[src/rtl/tmds_decoder.sv]
`default_nettype none
// ============================================================================
// Module   : tmds_decoder
// Brief    : TMDS receive decoder for one HDMI/DVI channel. Finds the 10-bit
//            word boundary by bitslipping until control tokens appear, then
//            decodes control periods to {C1,C0} and data periods to pixels.
// Revision : 1.0 - initial release
// ============================================================================
module tmds_decoder #(
  parameter int CTRL_RUN       = 8,
  parameter int SEARCH_TIMEOUT = 2048,
  parameter int SLIP_WAIT      = 8,
  parameter int LOSS_TIMEOUT   = 65535
) (
  input  logic       clk,
  input  logic       resetn,
  input  logic [9:0] din,
  output logic       de,
  output logic [1:0] ctrl,
  output logic [7:0] dout,
  output logic       locked,
  output logic       bitslip
);

  localparam logic [15:0] C_SEARCH_LAST = 16'(SEARCH_TIMEOUT - 1);
  localparam logic [15:0] C_LOSS_LAST   = 16'(LOSS_TIMEOUT - 1);
  localparam logic [7:0]  C_RUN_LAST    = 8'(CTRL_RUN - 1);
  localparam logic [7:0]  C_SLIP_WAIT   = 8'(SLIP_WAIT);

  typedef enum logic [1:0] {
    ST_SEARCH = 2'd0,
    ST_VERIFY = 2'd1,
    ST_LOCKED = 2'd2
  } state_t;

  state_t      r_state, w_state_nxt;
  logic [15:0] r_timer, w_timer_nxt;   // search timer in SEARCH, loss timer in LOCKED
  logic [7:0]  r_run,   w_run_nxt;
  logic [7:0]  r_wait,  w_wait_nxt;
  logic        r_bitslip, w_bitslip_nxt;
  logic        r_locked,  w_locked_nxt;

  logic        r_de;
  logic [1:0]  r_ctrl;
  logic [7:0]  r_dout;

  logic        w_is_ctrl;
  logic [1:0]  w_ctrl_val;
  logic [7:0]  w_d;
  logic [7:0]  w_byte;

  // Control-token classification of the incoming word
  always_comb begin
    w_is_ctrl  = 1'b1;
    w_ctrl_val = 2'b00;
    case (din)
      10'b1101010100: w_ctrl_val = 2'b00;
      10'b0010101011: w_ctrl_val = 2'b01;
      10'b0101010100: w_ctrl_val = 2'b10;
      10'b1010101011: w_ctrl_val = 2'b11;
      default:        w_is_ctrl  = 1'b0;
    endcase
  end

  // Data decode: undo the optional inversion, then the XOR/XNOR chain
  always_comb begin
    w_d       = din[9] ? ~din[7:0] : din[7:0];
    w_byte    = 8'h00;
    w_byte[0] = w_d[0];
    for (int i = 1; i < 8; i++) begin
      w_byte[i] = din[8] ? (w_d[i] ^ w_d[i-1]) : ~(w_d[i] ^ w_d[i-1]);
    end
  end

  // Alignment FSM next-state, counters and bitslip request
  always_comb begin
    w_state_nxt   = r_state;
    w_timer_nxt   = r_timer;
    w_run_nxt     = r_run;
    w_wait_nxt    = r_wait;
    w_bitslip_nxt = 1'b0;
    w_locked_nxt  = r_locked;
    case (r_state)
      ST_SEARCH: begin
        if (r_bitslip) begin
          // pulse cycle: the deserialiser is shifting, settle count starts next
          w_wait_nxt = r_wait;
        end else if (r_wait != 8'd0) begin
          w_wait_nxt = r_wait - 8'd1;
        end else if (w_is_ctrl) begin
          // a token on the timeout cycle still wins over the bitslip
          w_state_nxt = ST_VERIFY;
          w_run_nxt   = 8'd1;
          w_timer_nxt = 16'd0;
        end else if (r_timer >= C_SEARCH_LAST) begin
          w_bitslip_nxt = 1'b1;
          w_wait_nxt    = C_SLIP_WAIT;
          w_timer_nxt   = 16'd0;
        end else begin
          w_timer_nxt = r_timer + 16'd1;
        end
      end
      ST_VERIFY: begin
        if (w_is_ctrl) begin
          if (r_run != 8'hFF) begin
            w_run_nxt = r_run + 8'd1;
          end
          if (r_run >= C_RUN_LAST) begin
            w_state_nxt  = ST_LOCKED;
            w_locked_nxt = 1'b1;
            w_timer_nxt  = 16'd0;
          end
        end else begin
          // broken run: restart the search without shifting the boundary
          w_state_nxt = ST_SEARCH;
          w_run_nxt   = 8'd0;
          w_timer_nxt = 16'd0;
        end
      end
      ST_LOCKED: begin
        if (w_is_ctrl) begin
          w_timer_nxt = 16'd0;
        end else if (r_timer >= C_LOSS_LAST) begin
          w_state_nxt  = ST_SEARCH;
          w_locked_nxt = 1'b0;
          w_run_nxt    = 8'd0;
          w_timer_nxt  = 16'd0;
        end else begin
          w_timer_nxt = r_timer + 16'd1;
        end
      end
      default: begin
        w_state_nxt  = ST_SEARCH;
        w_locked_nxt = 1'b0;
        w_run_nxt    = 8'd0;
        w_timer_nxt  = 16'd0;
        w_wait_nxt   = 8'd0;
      end
    endcase
  end

  // Alignment FSM state and counter registers
  always_ff @(posedge clk or negedge resetn) begin
    if (!resetn) begin
      r_state   <= ST_SEARCH;
      r_timer   <= 16'd0;
      r_run     <= 8'd0;
      r_wait    <= 8'd0;
      r_bitslip <= 1'b0;
      r_locked  <= 1'b0;
    end else begin
      r_state   <= w_state_nxt;
      r_timer   <= w_timer_nxt;
      r_run     <= w_run_nxt;
      r_wait    <= w_wait_nxt;
      r_bitslip <= w_bitslip_nxt;
      r_locked  <= w_locked_nxt;
    end
  end

  // Decoded output registers; de is gated by the lock state before this edge
  always_ff @(posedge clk or negedge resetn) begin
    if (!resetn) begin
      r_de   <= 1'b0;
      r_ctrl <= 2'b00;
      r_dout <= 8'h00;
    end else begin
      r_de <= ~w_is_ctrl & r_locked;
      if (w_is_ctrl) begin
        r_ctrl <= w_ctrl_val;
      end else begin
        r_dout <= w_byte;
      end
    end
  end

  assign de      = r_de;
  assign ctrl    = r_ctrl;
  assign dout    = r_dout;
  assign locked  = r_locked;
  assign bitslip = r_bitslip;

endmodule
`default_nettype wire

[config.mk]
export PLATFORM = sky130hd
export DESIGN_NAME = tmds_decoder
export DESIGN_NICKNAME = d
export VERILOG_FILES = /design/src/rtl/tmds_decoder.sv
export SDC_FILE = /design/constraint.sdc
export NUM_CORES = 1
export LEC_CHECK = 0
export ABC_AREA = 1
export CORE_MARGIN = 3
export CORE_UTILIZATION = 59
export DETAILED_ROUTE_END_ITERATION = 10
export GPL_ROUTABILITY_DRIVEN = 0
export PLACE_DENSITY_LB_ADDON = 0.08
export SKIP_CTS_REPAIR_TIMING = 1
export SYNTH_ARGS = -nofsm -noshare
export SYNTH_HDL_FRONTEND = slang
export SYNTH_SLANG_ARGS = --single-unit
export TNS_END_PERCENT = 1
[constraint.sdc]
create_clock -name clk -period 1.7 [get_ports clk]
set_input_delay 0.17 -clock clk [delete_from_list [all_inputs] [get_ports clk]]
set_output_delay 0.17 -clock clk [all_outputs]
set_load 0.005 [all_outputs]
==> results of run 1 <==
## registers in the layout (all words and copies together), names as in the netlist, 2 cells and up
| register | flops |
|---|---|
| dout | 8 |
| ctrl | 2 |
| r_timer | 16 |
| r_run | 8 |
| r_wait | 8 |
| r_state | 2 |
## cells in the mapped netlist (all sizes together)
library cell / count / area share, %
inv: 63 / 7.5
and3: 1 / 0.20
o22ai: 1 / 0.20
a21oi: 8 / 1.3
nor3: 7 / 1.1
nand3: 41 / 7.4
nand4: 10 / 2.0
ha: 16 / 6.3
xor2: 8 / 2.2
xnor2: 8 / 2.2
buf: 5 / 1.3
dfrtp: 47 / 37
a21o: 1 / 0.24
o21ai: 28 / 4.4
nor3b: 1 / 0.24
nand2: 132 / 16
nor2: 62 / 10
## per-layer routing
| layer | wire (um) | share of wire, % | up-vias | global-route usage [%] |
|---|---|---|---|---|
| li1 | - | - | 1560 | - |
| met1 | 3580 | 42 | 1515 | 34.6 |
| met2 | 4330 | 51 | 132 | 43.5 |
| met3 | 499 | 5.8 | 17 | 4.97 |
| met4 | 153 | 1.8 | 0 | 7.56 |
| met5 | 0 | 0 | - | 0 |
## layout make-up
class | count | area [um^2]
inverters | 63 | 249
fillers | 314 | 870
repair buffers | 86 | 734
clock inverters | 1 | 5.00
well taps | 70 | 87.6
clock buffers | 6 | 82.6
flip-flops and latches | 47 | 1180
multi-input cells | 325 | 1970
## how the worst max path moves through the flow
stage | start | to | cells after the start | slack, ns
floorplan | r_wait[0] | r_timer[9] | 10 | 0.11
global placement | din[5] | r_timer[8] | 10 | -0.28
detailed placement | din[0] | r_run[6] | 11 | -0.36
CTS | r_state[1] | r_timer[14] | 10 | -0.1
global route | r_state[1] | r_timer[7] | 11 | -0.11
finish | r_state[1] | r_timer[7] | 11 | -0.05
## power breakdown
group | internal (mW) | switching (mW)
Sequential | 1.32 | 0.189
Combinational | 0.999 | 1.24
Clock | 0.320 | 0.379
Total | 2.64 | 1.81
## kinds of logic after synthesis
group                    share of synthesized area, %
AND/OR/NAND/NOR                                  37.6
buffers and inverters                            8.75
flip-flops                                       36.9
AO/OA/AOI/OAI                                    6.08
XOR/XNOR                                         4.40
adder cells (fa/ha/maj)                          6.28
## through the flow
step	instance area, um^2	worst slack, ns	util [%]	setup TNS (ns)
final	4300	-0.0540	83.2	-0.224
after global routing	4300	-0.114	83.2	-2.59
after CTS	3900	-0.0953	75.5	-0.978
after detailed placement	3820	-0.358	73.8	-9.81
after global placement	3820	-0.283	73.8	-8.52
after floorplan	3190	0.115	-	0
## critical path, cell delays in order, from the launching register on
cell	delay, ns
dfrtp_1	0.41
inv_2	0.09
ha_4	0.14
inv_1	0.07
nor2_2	0.10
nand4_1	0.20
nor2_4	0.19
nor2_4	0.07
buf_4	0.14
nand2_4	0.10
inv_6	0.06
nor2_1	0.12
==> impl_metrics.ini, run 1 <==
[run_status]
status = complete, but fails checks
violations = negative hold slack, negative setup slack

[flow_run]
drv_cap = 0

[setup_path]
timing.rr.end = r_timer[7]
cp-end-kind = flip-flop
cp_max_fo = 7
r2r_cells = 11
reg2reg_slack_ns = -0.05
crit_arrival_ns = 1.98
r2r_start = r_state[1]
critical_path.startpoint_type = flip-flop
critPathKind = reg2reg
cp.required_ns = 1.93

[power_and_ir_drop]
cellLeakagePower_nw = 2.20
peakVddDrop_mv = 1.08
power_density_nw_per_um2 = 1030
total_power_mw = 4.45

[grt]
grt_max_degree = 48
overflow = 0
grt_pass1_vias = 2922
antenna_found_initial = 0
track_usage_pct = 26.1
grt_first_pass_wirelength_mm = 13.1

[route]
via_per_inst = 5.39
detail_route.first_pass.iterations = 5
vias = 3224
wl_mm = 8.57
drt-wirelength-per-cell_um = 14.3
drc = 0
antenna_left = 0
drt_iter0_markers = 306

[clocking]
cts_num_sinks = 47
clock_latency_ns = 0.30
clk_pin_slew_ns = 0.09
cts.path.max_buffers = 2
cts_buffers = 5
cts_tree = yes
cts.htree.levels = 2
clock-root-buffer = clkbuf_8

[synthesis]
syn_area_per_cell_um2 = 7.26
synthCells = 439
yosysUniqueCellTypes = 29
yosysWarnings = 0
synth_fp_nets = 467
yosysSeqAreaShare_pct = 36.9
ys_ff_latch = 47
syn_area_um2 = 3190

[floorplanning]
die_h_um = 79.5
core_area_um2 = 5170
fp.dieW_um = 79.5
die_area_um2 = 6320
initial_core_util_pct = 61.6
num_io_pins = 25
rows = 26

[placement]
dp.cells = 574
portBuffers = 24
hpwl_mm = 5.71

[layout]
area_growth_pct = 35.0
mostFrequentLayoutCells = nand2_1 (116), buf_4 (59), inv_1 (53)
layout.nets = 556
layoutNonFillerInstCount = 598
drive_gt1_share_pct = 27.3
layout_commonest_cell = nand2_1
antenna_cells = 0

[timing]
worst-slew-pin-transition_ns = 0.621
setup-violations-final = 10
worst_clock_skew_ns = 0.00573
timing.fmax_ghz = 0.570
fin_crit_sh_pct = 103
slew_viol_final = 0
rsz0062_at_grt = true
finalHoldViolCount = 47
worst_slack_ns = -0.0540
fin_crit_ns = 1.75
maxSlewHeadroom_pct = 58.6
hold_slack_ns = -0.0514

[min_path]
hp-class = in2async
(Power assumes the default switching activity.)
==> run 2, diff against run 1 <==
--- a/config.mk
+++ b/config.mk
@@ -5,9 +5,8 @@
 export SDC_FILE = /design/constraint.sdc
 export NUM_CORES = 1
 export LEC_CHECK = 0
-export ABC_AREA = 1
 export CORE_MARGIN = 3
-export CORE_UTILIZATION = 59
+export CORE_UTILIZATION = 58
 export DETAILED_ROUTE_END_ITERATION = 10
 export GPL_ROUTABILITY_DRIVEN = 0
 export PLACE_DENSITY_LB_ADDON = 0.08
==> constraint.sdc (replaced) <==
create_clock -name clk -period 1.7 [get_ports clk]
set_input_delay 0.17 -clock clk [delete_from_list [all_inputs] [get_ports clk]]
set_output_delay 0.17 -clock clk [all_outputs]
set_load 0.05 [all_outputs]
==> impl_metrics.ini, run 2 <==
[run_status]
status = complete, but fails checks
violations = negative setup slack

[layout]
regMostFlops = r_timer
layout_commonest_cell = buf_4
drive_gt1_share_pct = 27.9
largest_reg_flops = 16
design_area_um2 = 3980
final_util_pct = 87.7
antenna_cells = 0
layout.nets = 465
mostFrequentLayoutCells = buf_4 (86), dfrtp_1 (47), nand2_1 (41)
area_growth_pct = 40.9
layoutNonFillerInstCount = 503

[timing]
slew_viol_final = 0
tns_ns = -14.75
maxSlewHeadroom_pct = 62.1
worst_slack_ns = -0.581
worst-slew-pin-transition_ns = 0.569
fin_crit_sh_pct = 134
timing.fmax_ghz = 0.438
finalHoldViolCount = 0
fin_crit_ns = 2.28
hold_slack_ns = 0.381
rsz0062_at_grt = true
worst_clock_skew_ns = 0.00907
setup-violations-final = 33

[floorplanning]
die_area_um2 = 5740
initial_core_util_pct = 62.3
die_h_um = 75.8
core_area_um2 = 4530
num_io_pins = 25
rows = 24
fp.dieW_um = 75.8

[route]
wl_mm = 8.56
drt_iter0_markers = 325
drt-wirelength-per-cell_um = 17.0
drc = 0
detail_route.first_pass.iterations = 6
via_per_inst = 5.98
antenna_left = 0
vias = 3008

[synthesis]
synth_area_leaders = dfrtp_1 (42%), ha_1 (7.1%), nand2_1 (5.6%)
async_reset_ff_share_pct = 100
yosysMostFrequentCell = dfrtp_1
synth_top_cell_by_area = dfrtp_1
synth_fa_ha_area_share_pct = 7.09
synth_top_area_share_pct = 41.7
synthFlopType = dfrtp_1
synth_top_family_by_area = simple AND/OR/NAND/NOR gates
synth-edff-count = 0
ys_ff_latch = 47
yosysSeqAreaShare_pct = 41.7
synth_compound_area_share_pct = 16.7
synthCells = 325
syn_area_um2 = 2820
muxShareOfSynthArea_pct = 0.355
synth_commonest_cells = dfrtp_1 (47), nand2_1 (42), inv_1 (29)
synth-simple-area-share_pct = 25.0
yosysWarnings = 0
synth_fp_nets = 353
yosysUniqueCellTypes = 46
syn_area_per_cell_um2 = 8.69
synth-xor-area-share_pct = 4.34

[clocking]
cts_buffers = 5
cts_tree = yes
clock-root-buffer = clkbuf_8
clock_latency_ns = 0.31
cts.path.max_buffers = 2
clk_pin_slew_ns = 0.09
cts_num_sinks = 47
cts.htree.levels = 2

[setup_path]
crit_arrival_ns = 2.52
cp_num_buf_inv = 0
reg2reg_slack_ns = -0.58
crit_top_cell = or4_4
cpLargestDelayFamily = simple AND/OR/NAND/NOR gates
cp_max_fo = 6
crit_chain = or4_4 > or4_4 > nand2_4 > nand2_4 > or4_4 > a21oi_2
cp.required_ns = 1.94
crit_slowest_cell = or4_4
critical_path.startpoint_type = flip-flop
critPathKind = reg2reg
cp-end-kind = flip-flop
crit_path_max_incr_delay_ns = 0.54

[power_and_ir_drop]
p_int_mw = 2.07
power_frac_clock_pct = 24.2
cellLeakagePower_nw = 1.90
power_frac_seq_pct = 45.0
power_density_nw_per_um2 = 785
p_sw_mw = 1.05
total_power_mw = 3.12
switching_share_pct = 33.7
peakVddDrop_mv = 0.557
p_comb_share_pct = 30.8

[flow_run]
drv_cap = 0

[grt]
grt_max_degree = 26
grt_pass1_vias = 2948
track_usage_pct = 30.1
grt_first_pass_wirelength_mm = 13.2
antenna_found_initial = 0
overflow = 0

[min_path]
hp-class = in2async

[placement]
place_area_um2 = 3760
hpwl_mm = 6.03
portBuffers = 24
pre_cts_slack_ns = -0.664
dp.cells = 494
[run 2: power by group through the flow]
| stage | Combinational, mW | Clock, mW | Sequential (mW) |
|---|---|---|---|
| 2_1_floorplan | 0.297 | 0 | 1.51 |
| 3_3_place_gp | 0.838 | 0 | 1.40 |
| 3_5_place_dp | 0.876 | 0 | 1.41 |
| 4_1_cts | 0.890 | 0.760 | 1.39 |
| 5_1_grt | 1.03 | 0.816 | 1.42 |
| 6_report | 0.962 | 0.756 | 1.41 |
[run 2: cell type report]
cell class / instances / area [um^2]
Multi-Input combinational cell: 241 / 1590
Timing Repair Buffer: 113 / 923
Sequential cell: 47 / 1180
Tap cell: 65 / 81.3
Inverter: 29 / 109
Clock buffer: 8 / 100
Fill cell: 222 / 557
[run 2: worst paths after layout]
| kind | from | depth (start not counted) | end |
|---|---|---|---|
| max in group asynchronous | resetn | 3 | r_timer[0] |
| hold reg to reg | dout[4] | 2 | dout[4] |
| setup / recovery | r_wait[3] | 6 | r_timer[8] |
| min in group clk | dout[4] | 2 | dout[4] |
| setup reg to reg | r_wait[3] | 6 | r_timer[8] |
| hold / removal | resetn | 2 | r_timer[8] |
[run 2: metal layers]
| metal | global-route usage (%) | vias to the layer above | wire length [um] |
|---|---|---|---|
| met4 | 8.93 | 0 | 211 |
| met3 | 5.01 | 27 | 535 |
| li1 | - | 1386 | - |
| met1 | 38.5 | 1433 | 3500 |
| met5 | 0 | - | 0 |
| met2 | 51.9 | 162 | 4310 |
[run 2: cell families (layout without fill, tap and decap cells)]
logic type,after synthesis,in the layout
buffers and inverters,37,150
XOR/XNOR,14,14
adder cells (fa/ha/maj),16,16
multiplexers,1,1
AND/OR/NAND/NOR,136,136
flip-flops,47,47
AO/OA/AOI/OAI,74,74
==> run 3, diff against run 2 <==
--- a/config.mk
+++ b/config.mk
@@ -7,6 +7,7 @@
 export LEC_CHECK = 0
 export CORE_MARGIN = 3
 export CORE_UTILIZATION = 58
+export CTS_CLUSTER_DIAMETER = 200
 export DETAILED_ROUTE_END_ITERATION = 10
 export GPL_ROUTABILITY_DRIVEN = 0
 export PLACE_DENSITY_LB_ADDON = 0.08
==> results of run 3 <==
No change in the layout: final DEF, timing and power equal those of run 2.
